`config.mk`:
```
export PLATFORM = sky130hd
export DESIGN_NAME = term_mode_bank_flat
export DESIGN_NICKNAME = d
export VERILOG_FILES = /design/src/rtl/term_mode_pkg.sv /design/src/rtl/term_mode_bank_if.sv /design/src/rtl/mode_save_stack.sv /design/src/rtl/term_mode_bank.sv /design/src/flat_wrapper.sv
export SDC_FILE = /design/constraint.sdc
export NUM_CORES = 1
export LEC_CHECK = 0
export ABC_AREA = 1
export BUFFER_PORTS_ARGS = -buffer_cell sky130_fd_sc_hd__buf_2
export CAP_MARGIN = 20
export CORE_ASPECT_RATIO = 1.1
export CORE_MARGIN = 5
export CORE_UTILIZATION = 57
export DETAILED_ROUTE_END_ITERATION = 16
export GPL_TIMING_DRIVEN = 0
export HOLD_SLACK_MARGIN = 0.02
export PLACE_DENSITY = 0.76
export REMOVE_ABC_BUFFERS = 1
export SLEW_MARGIN = 20
export SYNTH_ARGS = -nofsm -noshare
export SYNTH_HDL_FRONTEND = slang
export SYNTH_SLANG_ARGS = --single-unit
```
`constraint.sdc`:
```
create_clock -name clk -period 2.7 [get_ports clk]
set_input_delay 0.405 -clock clk [delete_from_list [all_inputs] [get_ports clk]]
set_output_delay 0.405 -clock clk [all_outputs]
set_load 0.05 [all_outputs]
```
`src/rtl/term_mode_pkg.sv`:
```
// Package term_mode_pkg
// Purpose: shared types and constants for the terminal-mode register bank.
//   - mode_op_t     : command opcodes issued by the escape-sequence parser
//   - mode_entry_t  : one row of the Pn-to-mode-bit table
//   - MODE_TABLE    : supported Pn codes (ANSI and DEC private spaces)
//   - MODE_DEFAULT  : power-on / soft-reset mode vector
//   - pnMask        : Pn lookup in one parameter space, returns a one-hot bit mask
//   - pnStatus      : report status (unknown / set / reset) for a Pn
package term_mode_pkg;

    localparam int unsigned MODE_W    = 8;
    localparam int unsigned IDX_W     = 3;
    localparam int unsigned TABLE_LEN = 8;

    // Named bit positions inside term_mode
    localparam int unsigned ORIGIN   = 0;
    localparam int unsigned AUTOWRAP = 1;
    localparam int unsigned INSERT   = 2;
    localparam int unsigned LNM      = 3;
    localparam int unsigned BLINK    = 4;
    localparam int unsigned VISIBLE  = 5;
    localparam int unsigned SRM      = 6;
    localparam int unsigned KAM      = 7;

    localparam logic [1:0] RPT_UNKNOWN = 2'd0;
    localparam logic [1:0] RPT_SET     = 2'd1;
    localparam logic [1:0] RPT_RESET   = 2'd2;

    typedef enum logic [3:0] {
        INIT_PN  = 4'd0,
        EMIT_PN  = 4'd1,
        SET_ANSI = 4'd2,
        RST_ANSI = 4'd3,
        SET_DEC  = 4'd4,
        RST_DEC  = 4'd5,
        SAVE     = 4'd6,
        RESTORE  = 4'd7,
        SOFT_RST = 4'd8,
        QUERY    = 4'd9
    } mode_op_t;

    typedef struct packed {
        logic [7:0]       code;
        logic             is_dec;
        logic [IDX_W-1:0] bit_idx;
    } mode_entry_t;

    // Pn 12 exists in both spaces (DEC blink, ANSI SRM)
    localparam mode_entry_t MODE_TABLE [TABLE_LEN] = '{
        '{8'd6,  1'b1, IDX_W'(ORIGIN)},
        '{8'd7,  1'b1, IDX_W'(AUTOWRAP)},
        '{8'd4,  1'b0, IDX_W'(INSERT)},
        '{8'd20, 1'b0, IDX_W'(LNM)},
        '{8'd12, 1'b1, IDX_W'(BLINK)},
        '{8'd25, 1'b1, IDX_W'(VISIBLE)},
        '{8'd12, 1'b0, IDX_W'(SRM)},
        '{8'd2,  1'b0, IDX_W'(KAM)}
    };

    localparam logic [MODE_W-1:0] MODE_DEFAULT =
        (MODE_W'(1) << AUTOWRAP) | (MODE_W'(1) << VISIBLE);

    function automatic logic [MODE_W-1:0] pnMask(input logic [7:0] pn, input logic isDec);
        logic [MODE_W-1:0] m;
        m = '0;
        for (int unsigned i = 0; i < TABLE_LEN; i++) begin
            if (MODE_TABLE[i].code == pn && MODE_TABLE[i].is_dec == isDec) begin
                m[MODE_TABLE[i].bit_idx] = 1'b1;
            end
        end
        return m;
    endfunction

    // A Pn present in both spaces reports its DEC-private bit
    function automatic logic [1:0] pnStatus(input logic [7:0] pn, input logic [MODE_W-1:0] mode);
        logic [MODE_W-1:0] m;
        m = pnMask(pn, 1'b1);
        if (m == '0) begin
            m = pnMask(pn, 1'b0);
        end
        if (m == '0) begin
            return RPT_UNKNOWN;
        end
        return ((mode & m) != '0) ? RPT_SET : RPT_RESET;
    endfunction

endpackage

```
`src/rtl/term_mode_bank_if.sv`:
```
// Interface term_mode_bank_if
// Purpose: command / status / report bundle between parser (master) and mode bank (slave).
//   cmd_valid/cmd_ready/cmd_op/cmd_pn : command handshake
//   term_mode, unknown_pn, stack_err   : mode vector and event pulses
//   rpt_valid/rpt_ready/rpt_code/rpt_status : mode report handshake
interface term_mode_bank_if #(parameter int unsigned NUM_MODES = 8);
    import term_mode_pkg::*;

    logic                 cmd_valid;
    logic                 cmd_ready;
    mode_op_t             cmd_op;
    logic [7:0]           cmd_pn;
    logic [NUM_MODES-1:0] term_mode;
    logic                 unknown_pn;
    logic                 stack_err;
    logic                 rpt_valid;
    logic                 rpt_ready;
    logic [7:0]           rpt_code;
    logic [1:0]           rpt_status;

    modport master (
        output cmd_valid, cmd_op, cmd_pn, rpt_ready,
        input  cmd_ready, term_mode, unknown_pn, stack_err, rpt_valid, rpt_code, rpt_status
    );

    modport slave (
        input  cmd_valid, cmd_op, cmd_pn, rpt_ready,
        output cmd_ready, term_mode, unknown_pn, stack_err, rpt_valid, rpt_code, rpt_status
    );

endinterface

```
`src/rtl/mode_save_stack.sv`:
```
// Module mode_save_stack
// Purpose: circular LIFO of saved mode vectors; a push into a full stack overwrites the oldest.
// Ports: clk, rst (async active-high), push, pop, din -> dout (top entry, combinational),
//        empty, full, dropped (push while full, combinational)
module mode_save_stack #(
    parameter int unsigned DEPTH = 4,
    parameter int unsigned WIDTH = 8
) (
    input  logic             clk,
    input  logic             rst,
    input  logic             push,
    input  logic             pop,
    input  logic [WIDTH-1:0] din,
    output logic [WIDTH-1:0] dout,
    output logic             empty,
    output logic             full,
    output logic             dropped
);
    localparam int unsigned PTR_W = (DEPTH > 1) ? $clog2(DEPTH) : 1;
    localparam int unsigned CNT_W = $clog2(DEPTH + 1);

    logic [WIDTH-1:0] mem [DEPTH];
    logic [PTR_W-1:0] wrPtr;
    logic [PTR_W-1:0] topPtr;
    logic [PTR_W-1:0] nextPtr;
    logic [CNT_W-1:0] count;

    assign topPtr  = (wrPtr == '0) ? PTR_W'(DEPTH - 1) : wrPtr - PTR_W'(1);
    assign nextPtr = (wrPtr == PTR_W'(DEPTH - 1)) ? '0 : wrPtr + PTR_W'(1);
    assign empty   = (count == '0);
    assign full    = (count == CNT_W'(DEPTH));
    assign dropped = push && full;
    assign dout    = mem[topPtr];

    // Pointer and occupancy; count saturates when the oldest entry is overwritten
    always_ff @(posedge clk or posedge rst) begin
        if (rst) begin
            wrPtr <= '0;
            count <= '0;
        end else if (push) begin
            wrPtr <= nextPtr;
            if (!full) begin
                count <= count + CNT_W'(1);
            end
        end else if (pop && !empty) begin
            wrPtr <= topPtr;
            count <= count - CNT_W'(1);
        end
    end

    // Storage array, no reset needed
    always_ff @(posedge clk) begin
        if (push) begin
            mem[wrPtr] <= din;
        end
    end

endmodule

```
`src/rtl/term_mode_bank.sv`:
```
// Module term_mode_bank
// Purpose: terminal-mode register bank. Collects SM/RM/DECSET/DECRST Pn codes into pending
//          masks, applies them to term_mode, provides save/restore and soft reset.
// Ports: clk, rst (async active-high), bus (term_mode_bank_if.slave: command, status, report).
// Config: MODE_REPORT_EN enables QUERY mode reports; when undefined the rpt_* outputs are 0.
module term_mode_bank
    import term_mode_pkg::*;
#(
    parameter int unsigned NUM_MODES  = 8,
    parameter int unsigned SAVE_DEPTH = 4
) (
    input  logic clk,
    input  logic rst,
    term_mode_bank_if.slave bus
);
    typedef enum logic [1:0] {IDLE, APPLY, REPORT} state_t;

    state_t               state;
    logic                 cmdReady;
    logic [NUM_MODES-1:0] termMode;
    logic [NUM_MODES-1:0] pendAnsi;
    logic [NUM_MODES-1:0] pendDec;
    logic                 applySet;
    logic                 applyDec;
    logic                 unknownPn;
    logic                 stackErr;

    logic                 accept;
    logic [NUM_MODES-1:0] ansiHit;
    logic [NUM_MODES-1:0] decHit;
    logic [NUM_MODES-1:0] applyMask;
    logic                 stackPush;
    logic                 stackPop;
    logic [NUM_MODES-1:0] stackTop;
    logic                 stackEmpty;
    logic                 stackFull;
    logic                 stackDropped;

    assign accept    = bus.cmd_valid && cmdReady;
    assign ansiHit   = NUM_MODES'(pnMask(bus.cmd_pn, 1'b0));
    assign decHit    = NUM_MODES'(pnMask(bus.cmd_pn, 1'b1));
    assign applyMask = applyDec ? pendDec : pendAnsi;
    assign stackPush = accept && (bus.cmd_op == SAVE);
    assign stackPop  = accept && (bus.cmd_op == RESTORE) && !stackEmpty;

    mode_save_stack #(.DEPTH(SAVE_DEPTH), .WIDTH(NUM_MODES)) u_stack (
        .clk     (clk),
        .rst     (rst),
        .push    (stackPush),
        .pop     (stackPop),
        .din     (termMode),
        .dout    (stackTop),
        .empty   (stackEmpty),
        .full    (stackFull),
        .dropped (stackDropped)
    );

    assign bus.cmd_ready  = cmdReady;
    assign bus.term_mode  = termMode;
    assign bus.unknown_pn = unknownPn;
    assign bus.stack_err  = stackErr;

`ifdef MODE_REPORT_EN
    logic       rptValid;
    logic [7:0] rptCode;
    logic [1:0] rptStatus;
    assign bus.rpt_valid  = rptValid;
    assign bus.rpt_code   = rptCode;
    assign bus.rpt_status = rptStatus;
`else
    assign bus.rpt_valid  = 1'b0;
    assign bus.rpt_code   = 8'd0;
    assign bus.rpt_status = 2'd0;
`endif

    // Command FSM; pulses default low every cycle
    always_ff @(posedge clk or posedge rst) begin
        if (rst) begin
            state     <= IDLE;
            cmdReady  <= 1'b1;
            termMode  <= NUM_MODES'(MODE_DEFAULT);
            pendAnsi  <= '0;
            pendDec   <= '0;
            applySet  <= 1'b0;
            applyDec  <= 1'b0;
            unknownPn <= 1'b0;
            stackErr  <= 1'b0;
`ifdef MODE_REPORT_EN
            rptValid  <= 1'b0;
            rptCode   <= 8'd0;
            rptStatus <= 2'd0;
`endif
        end else begin
            unknownPn <= 1'b0;
            stackErr  <= 1'b0;
            case (state)
                IDLE: begin
                    if (accept) begin
                        case (bus.cmd_op)
                            INIT_PN: begin
                                pendAnsi <= '0;
                                pendDec  <= '0;
                            end
                            EMIT_PN: begin
                                pendAnsi  <= pendAnsi | ansiHit;
                                pendDec   <= pendDec | decHit;
                                unknownPn <= (ansiHit == '0) && (decHit == '0);
                            end
                            SET_ANSI, RST_ANSI, SET_DEC, RST_DEC: begin
                                pendAnsi  <= pendAnsi | ansiHit;
                                pendDec   <= pendDec | decHit;
                                unknownPn <= (ansiHit == '0) && (decHit == '0);
                                applySet  <= (bus.cmd_op == SET_ANSI) || (bus.cmd_op == SET_DEC);
                                applyDec  <= (bus.cmd_op == SET_DEC) || (bus.cmd_op == RST_DEC);
                                cmdReady  <= 1'b0;
                                state     <= APPLY;
                            end
                            SAVE: begin
                                stackErr <= stackDropped;
                            end
                            RESTORE: begin
                                if (stackEmpty) begin
                                    stackErr <= 1'b1;
                                end else begin
                                    termMode <= stackTop;
                                end
                            end
                            SOFT_RST: begin
                                termMode <= NUM_MODES'(MODE_DEFAULT);
                                pendAnsi <= '0;
                                pendDec  <= '0;
                            end
`ifdef MODE_REPORT_EN
                            QUERY: begin
                                rptCode   <= bus.cmd_pn;
                                rptStatus <= pnStatus(bus.cmd_pn, MODE_W'(termMode));
                                rptValid  <= 1'b1;
                                cmdReady  <= 1'b0;
                                state     <= REPORT;
                            end
`endif
                            default: ;
                        endcase
                    end
                end
                APPLY: begin
                    termMode <= applySet ? (termMode | applyMask) : (termMode & ~applyMask);
                    pendAnsi <= '0;
                    pendDec  <= '0;
                    cmdReady <= 1'b1;
                    state    <= IDLE;
                end
                REPORT: begin
`ifdef MODE_REPORT_EN
                    if (bus.rpt_ready) begin
                        rptValid <= 1'b0;
                        cmdReady <= 1'b1;
                        state    <= IDLE;
                    end
`else
                    cmdReady <= 1'b1;
                    state    <= IDLE;
`endif
                end
                default: begin
                    cmdReady <= 1'b1;
                    state    <= IDLE;
                end
            endcase
        end
    end

endmodule

```
`src/flat_wrapper.sv`:
```
// flat-port wrapper written by rule: the top's interface ports become plain ports
module term_mode_bank_flat import term_mode_pkg::*;
#(
    parameter int unsigned NUM_MODES  = 8,
    parameter int unsigned SAVE_DEPTH = 4
)
  (clk, rst, bus_cmd_valid, bus_cmd_op, bus_cmd_pn, bus_rpt_ready, bus_cmd_ready, bus_term_mode, bus_unknown_pn, bus_stack_err, bus_rpt_valid, bus_rpt_code, bus_rpt_status);
  term_mode_bank_if #(.NUM_MODES(NUM_MODES)) bus_i ();
  input  logic clk;
  input  logic rst;
  input wire logic [$bits(bus_i.cmd_valid)-1:0] bus_cmd_valid;
  input wire logic [$bits(bus_i.cmd_op)-1:0] bus_cmd_op;
  input wire logic [$bits(bus_i.cmd_pn)-1:0] bus_cmd_pn;
  input wire logic [$bits(bus_i.rpt_ready)-1:0] bus_rpt_ready;
  output wire logic [$bits(bus_i.cmd_ready)-1:0] bus_cmd_ready;
  output wire logic [$bits(bus_i.term_mode)-1:0] bus_term_mode;
  output wire logic [$bits(bus_i.unknown_pn)-1:0] bus_unknown_pn;
  output wire logic [$bits(bus_i.stack_err)-1:0] bus_stack_err;
  output wire logic [$bits(bus_i.rpt_valid)-1:0] bus_rpt_valid;
  output wire logic [$bits(bus_i.rpt_code)-1:0] bus_rpt_code;
  output wire logic [$bits(bus_i.rpt_status)-1:0] bus_rpt_status;
  assign bus_i.cmd_valid = bus_cmd_valid;
  assign bus_i.cmd_op = bus_cmd_op;
  assign bus_i.cmd_pn = bus_cmd_pn;
  assign bus_i.rpt_ready = bus_rpt_ready;
  assign bus_cmd_ready = bus_i.cmd_ready;
  assign bus_term_mode = bus_i.term_mode;
  assign bus_unknown_pn = bus_i.unknown_pn;
  assign bus_stack_err = bus_i.stack_err;
  assign bus_rpt_valid = bus_i.rpt_valid;
  assign bus_rpt_code = bus_i.rpt_code;
  assign bus_rpt_status = bus_i.rpt_status;
  term_mode_bank #(.NUM_MODES(NUM_MODES), .SAVE_DEPTH(SAVE_DEPTH)) u_core (.clk(clk), .rst(rst), .bus(bus_i));
endmodule
```
==> results.cfg <==
[pwr]
clkPwrFrac_pct = 19.6
seqPwrFrac_pct = 41.8
internal_power_mw = 1.86
max-vdd-ir-drop_mv = 0.540
power.switching_mw = 1.44
swShare_pct = 43.6
cellPowerDensity_mw_per_mm2 = 937
combinationalPowerShare_pct = 38.5
p_leak_nw = 1.74

[worst_setup_path]
crit_fanout = 21
critPathKind = register to register
crit_chain = clkinvlp_4 > ha_2 > clkinv_1 > nand3_1 > nand2_1 > nand2_1 > nand2_1 > nand3_1 > nand2_1
arrival_ns = 2.46
end_kind = register
worst_setup_path_start_kind = register
cpPeakStageDelay_ns = 0.62
r2r_start = u_core.u_stack.wrPtr[0]
slowest_stage = dfrtp_2
crit_start = u_core.u_stack.wrPtr[0]
cp_common_cell = nand2_1
critPathRequiredTime_ns = 2.91

[global_routing]
grt_pass1_vias = 2488
grt_max_degree = 28
grt_overflow = 0
grt_first_pass_wirelength_um = 11400
grtUsageTotal_pct = 20.4
antenna_found_initial = 0

[placement]
portBuffers = 25
gp_congestion = 0.832
dp_cells = 491
hpwl_um = 4690
place_ws_ns = -0.180

[floorplan]
io_pins = 38
core_area_sq_mm = 0.00543
die_w_um = 81.7
initial_utilization_pct = 59.3
dieArea_sq_mm = 0.00726
die_h_um = 88.9
row_count = 28

[clocking]
ctsHoldBuffers = 0
cts_buffer_depth = 2
insertion_delay_ns = 0.33
path_clk_slew_ns = 0.06
htreeDepth = 3
cts_tree = done
clock-sinks = 59
cts_made_buffers = 9
cts_root_buf = clkbuf_8

[detailed_routing]
viasPerCell = 5.01
wl_um = 6340
drt_iter0_markers = 114
num_vias = 2552
drc = 0
wire_per_inst_um = 12.4
ant_nets = 0
drt_first_pass_iters = 5

[timing]
worst_pin_slew_ns = 0.757
final-setup-viol-count = 0
maxSlewViolCount = 0
timing.slew.headroom_pct = 49.4
fin_crit_sh_pct = 83.1
fin_tns_setup_ns = 0
fmax_ghz = 0.446
clock_skew_ns = 0.00651
layout_min_cycle_time_ns = 2.24
rsz0062_at_grt = false
setup_slack_ns = 0.456
final-hold-violation-count = 0
fin_hold_ws_ns = 0.129

[run_status]
status = completed

[synth]
synth-simple-area-share_pct = 31.6
synth_top_cell_by_area = edfxtp_1
synth_cell_types = 31
synth-seq-cells = 59
ys_async_sr_fraction_pct = 45.8
synthCells = 400
synth.yosys.seq_area_share_pct = 50.9
ys.flop_type = edfxtp_1
synth_top_area_share_pct = 29.8
synth-compound-area-share_pct = 4.39
synthAdderAreaFrac_pct = 2.17
syn_avg_cell_area_sq_um = 8.05
synth_common_cells = nand2_1 (140), inv_1 (50), nand3_1 (39)
synth_most_common_cell = nand2_1
syn-cell-area_sq_mm = 0.00322
synth_edf_count = 32
synth_area_leaders = edfxtp_1 (30%), dfrtp_1 (19%), nand2_1 (16%)
synthXorXnorAreaFrac_pct = 0.272
synth_top_family_by_area = simple AND/OR/NAND/NOR gates
yosys_warnings = 0
muxShareOfSynthArea_pct = 0

[final_layout]
syn2layout_area_growth_pct = 9.32
seqCellArea_sq_mm = 0.00164
fin_cells = 509
fillers = 485
drive_gt1_share_pct = 14.7
multiInputGateArea_sq_mm = 0.00128
diodes = 0
final_nets = 450

[job]
max_cap_violations = 0

[worst_hold_path]
hold_path_class = primary input to asynchronous set/reset pin
-- final timing paths --
check | slack, ns | cells past startpoint | end
setup / recovery | 0.46 | 9 | u_core.bus.term_mode[3]
hold / removal | 0.13 | 2 | u_core.applySet
setup reg to reg | 0.46 | 9 | u_core.bus.term_mode[3]
hold reg to reg | 0.50 | 2 | u_core.bus.cmd_ready
max in group asynchronous | 2.15 | 2 | u_core.u_stack.wrPtr[0]
min in group clk | 0.35 | 2 | u_core.applySet
-- registers in the layout (all words and copies together) (netlist names) --
signal and count:
u_core.state 1, u_core.bus.term_mode 8, u_core.bus.unknown_pn 1, u_core.applyDec 1, u_core.applySet 1, u_core.pendAnsi 4, u_core.bus.cmd_ready 1, u_core.pendDec 4
u_core.bus.stack_err 1, u_core.u_stack.mem 32, u_core.u_stack.count 3, u_core.u_stack.wrPtr 2
-- stage by stage --
step                cell area [sq um]  power [mW]  utilization [%]
floorplan                        3130        2.30                -
global placement                 3350        2.61             61.6
detailed placement               3350        2.64             61.6
CTS                              3500        3.29             64.5
global route                     3520        3.58             64.9
finish                           3520        3.30             64.9
-- cell families (layout without fill, tap and decap cells) --
family / Yosys count / count (layout)
simple gates: 235 / 235
buf+inv: 74 / 98
flops: 59 / 59
compound gates: 25 / 25
xor+xnor: 1 / 1
fa+ha+maj: 5 / 5
other cells: 1 / 11
-- layer usage --
metal	global-route usage (%)	up-vias	wire (um)
li1	-	1316	-
met1	26.2	1164	2880
met2	34.4	63	3110
met3	4.28	9	263
met4	6.80	0	85
met5	0	-	0
-- critical path: cells and delay by family, from the launching register on --
family / cells / cell delay (ns)
flip-flops: 1 / 0.62
AND/OR/NAND/NOR: 6 / 0.54
buffers and inverters: 2 / 0.51
adder cells (fa/ha/maj): 1 / 0.47
-- layout by cell type, fill, tap and decap left out, drive strengths merged --
cell / netlist / final
xor2: 1 / 1
inv: 54 / 53
a21oi: 5 / 5
nand4: 11 / 11
nand3b: 1 / 1
nor2: 35 / 35
dfrtp: 24 / 24
nand2: 144 / 144
conb: 1 / 11
o22ai: 1 / 1
clkinvlp: 0 / 1
ha: 4 / 4
buf: 18 / 27
nand3: 43 / 43
clkinv: 1 / 5
fa: 1 / 1
edfxtp: 32 / 32
o21ai: 19 / 19
nor3: 1 / 1
dfstp: 3 / 3
clkbuf: 1 / 12
-- power by group through the flow --
| stage | logic [mW] | clock network [mW] | registers, mW |
|---|---|---|---|
| floorplan | 0.738 | 0 | 1.56 |
| global placement | 1.22 | 0 | 1.38 |
| detailed placement | 1.25 | 0 | 1.39 |
| CTS | 1.25 | 0.659 | 1.38 |
| global route | 1.46 | 0.707 | 1.42 |
| finish | 1.27 | 0.648 | 1.38 |
-- repair_timing --
item,in CTS,in global routing
setup buffers,0,2
resized for setup,1,2
cloned,0,0
endpoints found under the setup margin,8,8
-- layout make-up --
type                       count  share of cell area (%)
multi-input combinational    277                    36.4
tap                           75                    2.66
clock inverter                 4                   0.533
clock buffer                  12                    3.84
inverter                      55                    5.97
timing repair buffer          27                    3.98
sequential                    59                    46.6
No activity file was read; power rests on OpenSTA's default activity.
